## config.mk

```make
export PLATFORM = sky130hd
export DESIGN_NAME = sigma_fetch_queue
export DESIGN_NICKNAME = d
export VERILOG_FILES = /design/src/rtl/sigma_fetch_queue.sv
export SDC_FILE = /design/constraint.sdc
export NUM_CORES = 1
export LEC_CHECK = 0
export ABC_AREA = 0
export CAP_MARGIN = 20
export CORE_MARGIN = 3
export CORE_UTILIZATION = 35
export CTS_CLUSTER_DIAMETER = 30
export CTS_CLUSTER_SIZE = 24
export DETAILED_ROUTE_END_ITERATION = 10
export GPL_ROUTABILITY_DRIVEN = 0
export PLACE_DENSITY = 0.59
export REMOVE_ABC_BUFFERS = 1
export SKIP_CTS_REPAIR_TIMING = 1
export SLEW_MARGIN = 10
export SYNTH_ARGS = -nofsm -noshare
export SYNTH_HDL_FRONTEND = slang
export SYNTH_SLANG_ARGS = --single-unit
```

## constraint.sdc

```tcl
create_clock -name clock -period 3.75 [get_ports clock]
set_input_delay 0.5625 -clock clock [delete_from_list [all_inputs] [get_ports clock]]
set_output_delay 0.5625 -clock clock [all_outputs]
set_load 0.1 [all_outputs]
```

## src/rtl/sigma_fetch_queue.sv

```systemverilog
// Sigma CPU instruction prefetch: sequential word reads into a DEPTH-entry FIFO,
// head presented with pre-decoded opcode/R/indirect fields, plus branch redirect/flush.
module sigma_fetch_queue #(
    parameter int ADDR_W     = 17,
    parameter int DATA_W     = 32,
    parameter int DEPTH      = 4,
    parameter int RESET_ADDR = 0
) (
    input  logic                       clock,
    input  logic                       reset,
    output logic                       mem_req,
    output logic [ADDR_W-1:0]          mem_addr,
    input  logic                       mem_ack,
    input  logic [DATA_W-1:0]          mem_data,
    input  logic                       redirect,
    input  logic [ADDR_W-1:0]          redirect_addr,
    output logic                       inst_valid,
    input  logic                       inst_ready,
    output logic [DATA_W-1:0]          inst_data,
    output logic [ADDR_W-1:0]          inst_addr,
    output logic [6:0]                 inst_opcode,
    output logic [3:0]                 inst_r,
    output logic                       inst_ia,
    output logic [$clog2(DEPTH):0]     count
);
    localparam int PTR_W = $clog2(DEPTH);
    localparam int CNT_W = PTR_W + 1;
    localparam logic [CNT_W-1:0]  DEPTH_C = CNT_W'(DEPTH);
    localparam logic [ADDR_W-1:0] RST_A   = ADDR_W'(RESET_ADDR);

    typedef enum logic [1:0] {S_IDLE, S_WAIT, S_DISCARD} state_t;

    state_t             state_q, state_d;
    logic [ADDR_W-1:0]  fp_q, fp_d, fp_inc;
    logic               req_d;
    logic [ADDR_W-1:0]  addr_d;
    logic               push, pop, has_space;
    logic [CNT_W-1:0]   count_next;
    logic [PTR_W-1:0]   wr_ptr, rd_ptr;
    logic [DATA_W-1:0]  data_mem [DEPTH];
    logic [ADDR_W-1:0]  addr_mem [DEPTH];

    // Head handshake: an entry transfers on a rising edge where inst_valid and
    // inst_ready are both high and redirect is low; a redirect cycle transfers nothing.
    assign inst_valid = (count != '0);
    assign pop        = inst_valid & inst_ready & ~redirect;
    assign push       = (state_q == S_WAIT) & mem_ack & ~redirect;
    assign count_next = redirect ? '0 : count + CNT_W'(push) - CNT_W'(pop);
    assign has_space  = (count_next < DEPTH_C);
    assign fp_inc     = fp_q + ADDR_W'(1);

    always_comb begin
        state_d = state_q;
        fp_d    = redirect ? redirect_addr : fp_q;
        req_d   = mem_req;
        addr_d  = mem_addr;
        case (state_q)
            S_IDLE: begin
                if (redirect) begin
                    req_d   = 1'b1;
                    addr_d  = redirect_addr;
                    state_d = S_WAIT;
                end else if (has_space) begin
                    req_d   = 1'b1;
                    addr_d  = fp_q;
                    state_d = S_WAIT;
                end
            end
            S_WAIT: begin
                if (mem_ack) begin
                    if (redirect) begin
                        addr_d = redirect_addr;
                    end else begin
                        fp_d = fp_inc;
                        if (has_space) begin
                            addr_d = fp_inc;
                        end else begin
                            req_d   = 1'b0;
                            state_d = S_IDLE;
                        end
                    end
                end else if (redirect) begin
                    state_d = S_DISCARD;
                end
            end
            S_DISCARD: begin
                // The stale request must complete before the redirect target goes out.
                if (mem_ack) begin
                    if (redirect) begin
                        addr_d  = redirect_addr;
                        state_d = S_WAIT;
                    end else if (has_space) begin
                        addr_d  = fp_q;
                        state_d = S_WAIT;
                    end else begin
                        req_d   = 1'b0;
                        state_d = S_IDLE;
                    end
                end
            end
            default: begin
                req_d   = 1'b0;
                state_d = S_IDLE;
            end
        endcase
    end

    always_ff @(posedge clock or posedge reset) begin
        if (reset) begin
            state_q  <= S_IDLE;
            fp_q     <= RST_A;
            mem_req  <= 1'b0;
            mem_addr <= RST_A;
            count    <= '0;
            wr_ptr   <= '0;
            rd_ptr   <= '0;
        end else begin
            state_q  <= state_d;
            fp_q     <= fp_d;
            mem_req  <= req_d;
            mem_addr <= addr_d;
            count    <= count_next;
            if (redirect) begin
                wr_ptr <= '0;
                rd_ptr <= '0;
            end else begin
                if (push) wr_ptr <= wr_ptr + PTR_W'(1);
                if (pop)  rd_ptr <= rd_ptr + PTR_W'(1);
            end
        end
    end

    always_ff @(posedge clock) begin
        if (push) begin
            data_mem[wr_ptr] <= mem_data;
            addr_mem[wr_ptr] <= mem_addr;
        end
    end

    // Fields read as zero whenever the FIFO is empty, so stale storage never leaks out.
    assign inst_data   = inst_valid ? data_mem[rd_ptr] : '0;
    assign inst_addr   = inst_valid ? addr_mem[rd_ptr] : '0;
    assign inst_ia     = inst_data[DATA_W-1];
    assign inst_opcode = inst_data[DATA_W-2 -: 7];
    assign inst_r      = inst_data[DATA_W-9 -: 4];
endmodule
```

==> results.py <==
metrics = {
    "layout": {
        "final_nets": 836,
        "multi_input_area_sq_um": 2950,
        "drive_gt1_share_pct": 28.7,
        "num_antenna_cells": 0,
        "fin_area_sq_um": 13500,
        "finalNonFillerCells": 1195,
        "fill_cells": 2476,
        "register_area_sq_um": 6990,
        "syn_to_final_growth_pct": 32.0,
    },
    "synth": {
        "yosys_warnings": 0,
        "ys_ff_latch": 240,
        "ys_seq_area_share_pct": 68.2,
        "ys_async_sr_fraction_pct": 18.3,
        "synth_top_cell_area_share_pct": 57.4,
        "synth_cells": 614,
        "syn-cell-area_sq_um": 10200,
        "synth_top_cells_by_area": "edfxtp_1, mux4_2, dfrtp_1, and2_1, ha_1",
        "synth_ff_type": "edfxtp_1",
        "ys_types": 54,
        "yosys.area.top_type": "edfxtp_1",
        "syn_area_per_cell_sq_um": 16.7,
        "synth_edf_count": 196,
    },
    "floorplanning": {
        "die_w_um": 177,
        "die_h_um": 177,
        "coreArea_sq_um": 28800,
        "core.rowCount": 62,
        "initial_core_util_pct": 35.6,
        "io_pins": 137,
        "die-area_sq_um": 31400,
    },
    "sta": {
        "setup_viol": 0,
        "slew_headroom_pct": 31.3,
        "skew_ns": 0.0164,
        "slew_violations": 0,
        "worstMarginPinSlew_ns": 1.03,
        "rsz0062_at_grt": "false",
        "finalHoldViolations": 0,
        "fmax_ghz": 0.309,
        "fin_crit_sh_pct": 86.4,
        "min_period_ns": 3.24,
    },
    "routing": {
        "wl_per_cell_um": 18.6,
        "route.detailed.drc": 0,
        "drt-total-wl_um": 22300,
        "drt_iter0_markers": 266,
        "vias": 5888,
        "viasPerCell": 4.93,
        "ant_nets": 0,
        "dr.pass1.iters": 4,
    },
    "cts": {
        "clock-root-buffer": "clkbuf_16",
        "htree_levels": 2,
        "clk_pin_slew_ns": 0.05,
        "clock_latency_ns": 0.52,
        "clock-sinks": 240,
        "cts_buffer_depth": 3,
        "cts_tree": "done",
        "cts_made_buffers": 49,
    },
    "flow_run": {
        "cap_viol_max_count": 0,
    },
    "placed_design": {
        "hpwl_um": 13700,
        "dp.cells": 1103,
        "post_dp_cell_area_sq_um": 11900,
        "port_buffers": 136,
    },
    "grt": {
        "grt.met2_usage_pct": 23.3,
        "grt_util_met1_pct": 18.9,
        "grt_pass1_vias": 6258,
        "grt_pass1_wl_um": 34700,
        "top_usage_layer": "met2",
        "overflow": 0,
        "grtUsageTotal_pct": 14.2,
        "met3_usage_pct": 3.43,
        "grt_max_degree": 52,
        "antenna_found_initial": 0,
    },
    "setup_path": {
        "setup.worst_path.class": "flop to flop",
        "cp_data_arrival_time_ns": 3.65,
        "cp.depth": 13,
        "cp_max_fo": 10,
        "r2r_slack_ns": 0.51,
        "critPathRequiredTime_ns": 4.15,
        "max_stage_delay_ns": 0.51,
        "worst-path-buf-inv": 3,
        "reg2reg_depth": 13,
        "crit_path_end_kind": "flop",
        "cp_cell_sequence": "or3_2, nand2_1, nor2_1, ha_1, inv_1, ha_1, inv_1, fa_1, xnor3_1, o311ai_4, buf_4, nand2_1, o31ai_1",
        "cp_top_family": "adder cells",
        "cp-start-kind": "flop",
        "cp_slowest_cell": "o311ai_4",
    },
    "worst_hold_path": {
        "holdPathStages": 1,
        "hp-class": "flop to flop",
    },
    "outcome": {
        "outcome": "finished clean",
    },
}
[state kept, by name, indices dropped and copies added (netlist names)]
signal    cells
data_mem    128
addr_mem     68
fp_q         17
mem_addr     17
count         3
rd_ptr        2
state_q       2
wr_ptr        2
mem_req       1
[synthesized netlist by cell type, types with 7 or more instances]
cell type	number
o31a_1	8
mux4_2	49
o21ai_0	11
a21oi_1	8
nand2b_1	8
nor4_1	8
edfxtp_1	196
ha_1	11
nand4_1	7
a21boi_0	7
nor2b_1	7
xnor2_1	11
nor2_1	18
nand2_1	23
and2_1	54
dfrtp_1	44
mux2i_1	9
nand3_1	10
o31ai_1	9
inv_1	13
clkbuf_1	17
buf_4	17
buf_2	14
[path summary, 6_finish.rpt]
kind / endpoint / from
min: fp_q[16] / fp_q[16]
max: mem_addr[2] / count[1]
max in group asynchronous: rd_ptr[0] / reset
min reg2reg: fp_q[16] / fp_q[16]
max reg2reg: mem_addr[2] / count[1]
min in group asynchronous: count[1] / reset
[metrics by stage]
stage	TNS [ns]	worst slack, ns	util [%]	hold WS, ns
2_1_floorplan	-39.73	-1.18	-	0.445
5_1_grt	0	0.331	47.0	0.484
4_1_cts	0	0.484	47.0	0.465
3_3_place_gp	0	0.157	41.3	0.474
3_5_place_dp	0	0.0655	41.3	0.479
6_report	0	0.509	47.0	0.488
[logic make-up after synthesis]
kind of cell	count (synthesis)	synth area share, %
AOI/OAI and AO/OA	63	4.55
xor gates and xnor gates	18	1.67
adders and majority gates	12	1.54
buffers and inverters	63	3.10
DFF	240	68.2
muxes	63	12.2
and+or+nand+nor	155	8.77
[worst register-to-register path: stages (launching register included)]
cell	delay [ns]
dfrtp_1	0.41
or3_2	0.47
nand2_1	0.12
nor2_1	0.06
ha_1	0.29
inv_1	0.05
ha_1	0.13
inv_1	0.05
fa_1	0.38
xnor3_1	0.27
o311ai_4	0.51
buf_4	0.25
nand2_1	0.06
o31ai_1	0.08
[cell usage in the layout, fill, tap and decap left out, drive strengths merged, types with 6 or more instances in the layout]
cell	n
o31a	8
mux2i	9
a21boi	7
edfxtp	196
nor3	6
mux4	49
ha	11
and2	54
inv	14
nand2b	8
nand3	10
o21ai	12
dfrtp	44
clkbuf	55
clkdlybuf4s50	73
a21oi	8
nand2	23
buf	81
nor2b	7
clkinv	27
xnor2	11
nor4	11
nor2	18
xor2	6
o31ai	9
nand4	9
[routing by layer]
| metal | wire length, um | vias to the layer above |
|---|---|---|
| met1 | 9620 | 2991 |
| li1 | - | 2692 |
| met2 | 10800 | 174 |
| met5 | 0 | - |
| met3 | 1470 | 31 |
| met4 | 346 | 0 |
[cell type report]
cell class	instances	share of cell area, %
repair buffers	154	10.4
clock buffers	55	9.55
clock inverters	37	2.57
multi-input cells	311	21.8
flip-flops and latches	240	51.7
well taps	384	3.55
inverters	14	0.389
Power is not shown: default switching activity piles up to over one toggle a cycle in this logic, so the estimate is an artifact.
